--- src/rtl/alu_cmd_queue.sv ---
// Command FIFO in front of an external combinational ALU, with a registered
// valid/ready result stage. One command per cycle when the output is not stalled.
`timescale 1ns/1ps

package alu_pkg;
  localparam int N = 8;
endpackage

module alu_cmd_queue
  import alu_pkg::*;
#(
  parameter int DEPTH = 4
) (
  input  logic                     clk,
  input  logic                     rst_n,
  input  logic                     in_valid,
  output logic                     in_ready,
  input  logic [2:0]               in_opcode,
  input  logic [N-1:0]             in_a,
  input  logic [N-1:0]             in_b,
  output logic [N-1:0]             alu_a,
  output logic [N-1:0]             alu_b,
  output logic [2:0]               alu_opcode,
  input  logic [N-1:0]             alu_y,
  output logic                     out_valid,
  input  logic                     out_ready,
  output logic [N-1:0]             out_y,
  output logic [2:0]               out_opcode,
  output logic [$clog2(DEPTH):0]   level
);

  localparam int AW = $clog2(DEPTH);
  localparam int LW = AW + 1;
  localparam logic [LW-1:0] FULL = LW'(DEPTH);

  logic [2:0]    op_mem_q [DEPTH];
  logic [N-1:0]  a_mem_q  [DEPTH];
  logic [N-1:0]  b_mem_q  [DEPTH];

  logic [AW-1:0] wr_ptr_q, wr_ptr_d;
  logic [AW-1:0] rd_ptr_q, rd_ptr_d;
  logic [LW-1:0] level_q, level_d;
  logic          out_valid_q, out_valid_d;
  logic [N-1:0]  out_y_q, out_y_d;
  logic [2:0]    out_op_q, out_op_d;

  logic          empty;
  logic          push;
  logic          pop;

  // in_ready comes only from registered level, never from out_ready.
  assign in_ready = (level_q != FULL);
  assign empty    = (level_q == '0);

  assign alu_a      = empty ? '0 : a_mem_q[rd_ptr_q];
  assign alu_b      = empty ? '0 : b_mem_q[rd_ptr_q];
  assign alu_opcode = empty ? '0 : op_mem_q[rd_ptr_q];

  assign out_valid  = out_valid_q;
  assign out_y      = out_y_q;
  assign out_opcode = out_op_q;
  assign level      = level_q;

  always_comb begin
    push = in_valid && in_ready;
    pop  = !empty && (!out_valid_q || out_ready);

    wr_ptr_d = push ? wr_ptr_q + AW'(1) : wr_ptr_q;
    rd_ptr_d = pop  ? rd_ptr_q + AW'(1) : rd_ptr_q;

    level_d = level_q;
    if (push && !pop) begin
      level_d = level_q + LW'(1);
    end else if (!push && pop) begin
      level_d = level_q - LW'(1);
    end

    out_valid_d = out_valid_q;
    out_y_d     = out_y_q;
    out_op_d    = out_op_q;
    if (pop) begin
      out_valid_d = 1'b1;
      out_y_d     = alu_y;
      out_op_d    = op_mem_q[rd_ptr_q];
    end else if (out_ready) begin
      out_valid_d = 1'b0;
    end
  end

  // Storage needs no reset: pointers and level define which entries are live.
  always_ff @(posedge clk) begin
    if (push) begin
      op_mem_q[wr_ptr_q] <= in_opcode;
      a_mem_q[wr_ptr_q]  <= in_a;
      b_mem_q[wr_ptr_q]  <= in_b;
    end
  end

  always_ff @(posedge clk or negedge rst_n) begin
    if (!rst_n) begin
      wr_ptr_q    <= '0;
      rd_ptr_q    <= '0;
      level_q     <= '0;
      out_valid_q <= 1'b0;
      out_y_q     <= '0;
      out_op_q    <= '0;
    end else begin
      wr_ptr_q    <= wr_ptr_d;
      rd_ptr_q    <= rd_ptr_d;
      level_q     <= level_d;
      out_valid_q <= out_valid_d;
      out_y_q     <= out_y_d;
      out_op_q    <= out_op_d;
    end
  end

endmodule

--- config.mk ---
export PLATFORM = sky130hd
export DESIGN_NAME = alu_cmd_queue
export DESIGN_NICKNAME = d
export VERILOG_FILES = /design/src/rtl/alu_cmd_queue.sv
export SDC_FILE = /design/constraint.sdc
export NUM_CORES = 1
export LEC_CHECK = 0
export ABC_AREA = 0
export BUFFER_PORTS_ARGS = -buffer_cell sky130_fd_sc_hd__buf_2
export CORE_UTILIZATION = 40
export CTS_CLUSTER_SIZE = 25
export DETAILED_ROUTE_END_ITERATION = 6
export GPL_ROUTABILITY_DRIVEN = 1
export GPL_TIMING_DRIVEN = 0
export PLACE_DENSITY = 0.72
export SLEW_MARGIN = 20
export SYNTH_ARGS = -nofsm -noshare
export SYNTH_HDL_FRONTEND = slang
export SYNTH_SLANG_ARGS = --single-unit
--- constraint.sdc ---
create_clock -name clk -period 2.2 [get_ports clk]
set_clock_uncertainty 0.15 [all_clocks]
set_input_delay 0 -clock clk [delete_from_list [all_inputs] [get_ports clk]]
set_output_delay 0 -clock clk [all_outputs]
set_load 0.02 [all_outputs]
* After elaboration in Yosys (flattened, before gate mapping) *
Memories as Yosys holds them, arrays and structs flattened.
Index checks and enable logic that the tools add are counted.

cells by class
  add/subtract/negate cells = 4
  equality and inequality tests = 1
  mux-type cells = 9
  reductions and logical operators = 12

operator list
  operator                                           count
  two-way mux 8 bit                                  2
  two-way mux 3 bit                                  3
  adder 2 x 1 -> 2 bit (second input constant)       2
  logical AND 1 bit                                  4
  zero test 1 bit                                    4
  two-way mux 1 bit                                  4
  nonzero test 2 bit                                 2
  adder 3 x 1 -> 3 bit (second input constant)       1
  zero test 3 bit                                    1
  inequality test 3 bit (second input constant)      1
  subtractor 3 x 1 -> 3 bit (second input constant)  1
  logical OR 1 bit                                   1

word-level totals
  flip-flop bits (word level) = 19
  bits in writable memories = 76
  input bits = 31
  output and inout port bits = 35
  logic and storage cells = 35
  memories = 3

memories
  name      depth  bits a word  rd ports  clocked after Yosys merged registers in  wr ports  RTL line  RTL
  a_mem_q   4      8            1         0                                        1         37        logic [N-1:0] a_mem_q [DEPTH];
  b_mem_q   4      8            1         0                                        1         38        logic [N-1:0] b_mem_q [DEPTH];
  op_mem_q  4      3            1         0                                        1         36        logic [2:0] op_mem_q [DEPTH];

* Logic depth before layout (Yosys ltp) *
  depth after elaboration = 6
  depth in mapped cells = 10
  mapped depth without buffers = 9

* Least setup slack after synthesis *
OpenSTA, ideal clock, no wires.

  kind = flip-flop to flip-flop
  start point = reg level_q[1], in the netlist level[1]
  end point = reg level_q[2], in the netlist level[2]
  library setup time = 0.080 ns
  data arrival time = 2.039 ns
  required time = 1.970 ns
  slack = -0.069 ns
  stages on the path, launching flop included = 11
  path buffers = 1
  clock period less this slack = 2.269 ns
  path through = dfrtp_1 -> nor3_2 -> nor2b_2 -> buf_6 -> inv_1 -> ha_1 -> inv_1 -> fa_1 -> xor2_1 -> nor2_1 -> xor2_1

on the way
  cells in the longest elaborated chain, start to end = 6
  elaborated cells between the ends (all ways) = 14
  classes of those cells = add/sub (2); eq/ne (1); mux (2); reduce/logical (9)

RTL lines
  element                                                            RTL line  RTL
  from (decl)                                                        42        logic [LW-1:0] level_q, level_d;
  from (signal assigned)                                             110       level_q <= level_d;
  branches (longest 6 deep; another with subtractor 3 x 1 -> 3 bit)  n/a

Several ways; the timed one is not identified. The select of a mux whose other input is x is not followed.
A chain may end at the register's enable or synchronous reset.

* Worst setup path in the final report *
  start point = reg level_q[0], in the netlist level[0]
  end point = reg level_q[2], in the netlist level[2]

on the way
  elaborated cells between the ends (all ways) = 14
  classes of those cells = add/sub (2); eq/ne (1); mux (2); reduce/logical (9)

RTL lines
  element                       RTL line  RTL
  inequality test 3 bit *       52        assign in_ready = (level_q != FULL);
  logical AND 1 bit *           65        push = in_valid && in_ready;
  via push                      48        logic push;
  zero test 1 bit               74        end else if (!push && pop) begin
  logical AND 1 bit             74
  nonzero test 2 bit (no line)  n/a

The timed path passes the listed nets; every way through them passes the cells marked *. The select of a mux whose other input is x is not followed.

==> metrics.txt <==
Netlist cell types 24; net switching power 2.25 mW; Seq/Total Area, Yosys 73.3%; synth cell count leaders edfxtp_1, dfrtp_1, nor2b_1, mux2_2, mux4_2; unrepaired setup endpoints after global routing false; top_reg_cell synth edfxtp_1; count leader, synth edfxtp_1; cells after synthesis between 150 and 200; Initial Util 40.9%; Startpoint Class flop; core area 0.00920 sq mm; R2R setup slack 130 ps; GR peak layer met2; GRT Total Usage 14.8%; Data required, critical path 2330 ps; fillcell total 759; clk sinks 95; largest net degree at the start of global routing 20; synthesis warning total 0; HP Class in -> reg; Worst-Skew Late Latency 360 ps; fin area roughly 0.0048 sq mm; Pre-Repair DR Iteration Count 4; I/O Buffers 65; die height between 90 and 100 microns; layout cells sized above 1 43.0%; pwr dens about 1400 mW/mm^2; Core Rows 35; clock-pin slew on the worst setup and hold paths ~90 ps; H-tree depth 3; Tmin final between 2000 and 2500 ps; Synth-to-Final Area Change 28.9%; # IOs 66; Post-Syn Nets 219; Starting DRT DRC Count 101; post-place instance area 0.00424 sq mm; internal power 4.37 mW; period utilization approximately 94%; flops & latches, synth 95; GP Congestion 0.657; Die Wd 99 microns; Setup crit end kind flop; status complete, no violations; total die area 0.00980 sq mm; GR Util met2 25.2%; Synth Cell Area between 0.003 and 0.004 sq mm; DRC 0; Setup Viol. Count Final 0; top cell type's share of synthesized area about 61%; CTS buffer count 9; leading post-synthesis cells by cell area edfxtp_1, dfrtp_1, mux4_2; Slew Limit Fails 0; crit-path cells buf_4, nor2_1, a21boi_2, ha_2, inv_1, fa_2, xor2_1, nor2_1, xor2_1; Achievable Freq slightly below 500 MHz; Worst path slowest cell dfrtp_2; HPWL Detailed 4.07 mm; drt total wl roughly 6.8 mm; Antenna Nets Post-Route 0; routed vias 2019; WS Path Type reg -> reg; first-pass GRT wire length around 10 mm; Root Buffer clkbuf_8; worst setup margin 134 ps; crit-path max cell delay 400 ps; grt ovf 0; vias in the first global route roughly 2100; antenna cells 0; met3 usage 4.04%; maxcap violations 0; Max Buffers Root-to-Sink 2; NumNets Final approximately 330; Finished Core Util 52.7%; CP Data Arrival Time 2190 ps; leakage power 1.86 nW; Seq pwr share around two fifths; Max VDD drop roughly 0.57 mV; Via density just under 5; Post-synth EDFFs 76; worst slew pin tran 897 ps; initial antenna violation count 0; Place WS -190 ps; clock power share 20.7%; GR Layer Usage met1 about 18%; async set-reset flop share out of synthesis 20.0%; switching share of power 34.0%; CTS tree done; syn_area_per_cell 20.7 sq um; Logic pwr share 40.0%; CP Max Fanout 4; area leader, netlist edfxtp_1; Rel. slew slack 40.0%; Final Hold Fails 0; WL per Instance 16.5 microns
[worst max-delay path, delay by kind of cell (launching register included)]
family | cells | cell delay [ps]
flip-flops | 1 | 400
buffers and inverters | 2 | 190
XOR/XNOR | 2 | 370
adder cells (fa/ha/maj) | 2 | 540
AO/OA/AOI/OAI | 1 | 170
AND/OR/NAND/NOR | 2 | 170
[power by group through the flow]
stage / combinational (mW) / clock (mW) / sequential, mW
after floorplan: 1.63 / 0 / 2.77
final: 2.65 / 1.37 / 2.60
after global routing: 2.86 / 1.46 / 2.65
after global placement: 2.50 / 0 / 2.64
after detailed placement: 2.54 / 0 / 2.67
after CTS: 2.69 / 1.39 / 2.61
[timing repair]
item / in CTS / in global routing
buffers inserted: 7 / 0
resized for setup: 6 / 3
endpoints found under the hold margin: 106 / 0
pin swaps: 4 / 0
hold buffers: 31 / 0
endpoints found under the setup margin: 79 / 7
[path summary, 6_finish.rpt]
check / start / end / depth (start not counted)
min reg2reg: out_y[3] / out_y[3] / 1
max in group asynchronous: rst_n / level[1] / 3
max: level[0] / level[2] / 9
max reg2reg: level[0] / level[2] / 9
min in group asynchronous: rst_n / rd_ptr_q[0] / 3
min: in_a[5] / a_mem_q[3][5] / 2
[routing by layer]
metal	routed length [microns]	vias up
li1	-	928
met4	124	0
met2	3420	67
met1	2840	1013
met5	0	-
met3	396	11
[cell type report]
| cell class | instances | area [sq um] | area share [%] |
|---|---|---|---|
| Sequential cell | 95 | 2760 | 56.9 |
| Clock inverter | 6 | 115 | 2.37 |
| Clock buffer | 10 | 128 | 2.63 |
| Inverter | 4 | 15.0 | 0.310 |
| Multi-Input combinational cell | 76 | 963 | 19.9 |
| Timing Repair Buffer | 103 | 688 | 14.2 |
| Tap cell | 111 | 139 | 2.86 |
| Buffer | 6 | 40.0 | 0.826 |
[registers in the layout (all words and copies together) (netlist names)]
register,cells
wr_ptr_q,2
a_mem_q,32
op_mem_q,12
b_mem_q,32
rd_ptr_q,2
out_opcode,3
out_valid,1
level,3
out_y,8
[logic make-up (layout without fill, tap and decap cells)]
logic type	after synthesis	count (layout)	share of synthesized area, %
flip-flops	95	95	73.3
multiplexers	32	32	16.1
AND/OR/NAND/NOR	31	31	5.09
buffers and inverters	11	129	1.70
adder cells (fa/ha/maj)	6	6	2.19
XOR/XNOR	6	6	1.40
AO/OA/AOI/OAI	1	1	0.299
[through the flow]
| stage | power [mW] | hold slack (ps) | cells | setup TNS, ps |
|---|---|---|---|---|
| floorplan | 4.41 | -446 | 182 | 0 |
| global placement | 5.14 | -193 | 358 | -11160 |
| detailed placement | 5.21 | -182 | 358 | -13600 |
| CTS | 6.68 | 211 | 411 | 0 |
| global route | 6.97 | 223 | 411 | 0 |
| finish | 6.62 | 230 | 411 | 0 |
[cells in the final DEF (no fill, tap or decap), drive strengths merged, types with 3 or more instances in the layout]
master and count:
edfxtp 76, buf 74, dlygate4sd3 31, nor2b 20
dfrtp 19, mux4 19, clkbuf 14, mux2 13
inv 6, ha 5, and2 4, xnor2 3
xor2 3, bufinv 3
Note: power is estimated with default switching activity, not from simulation.
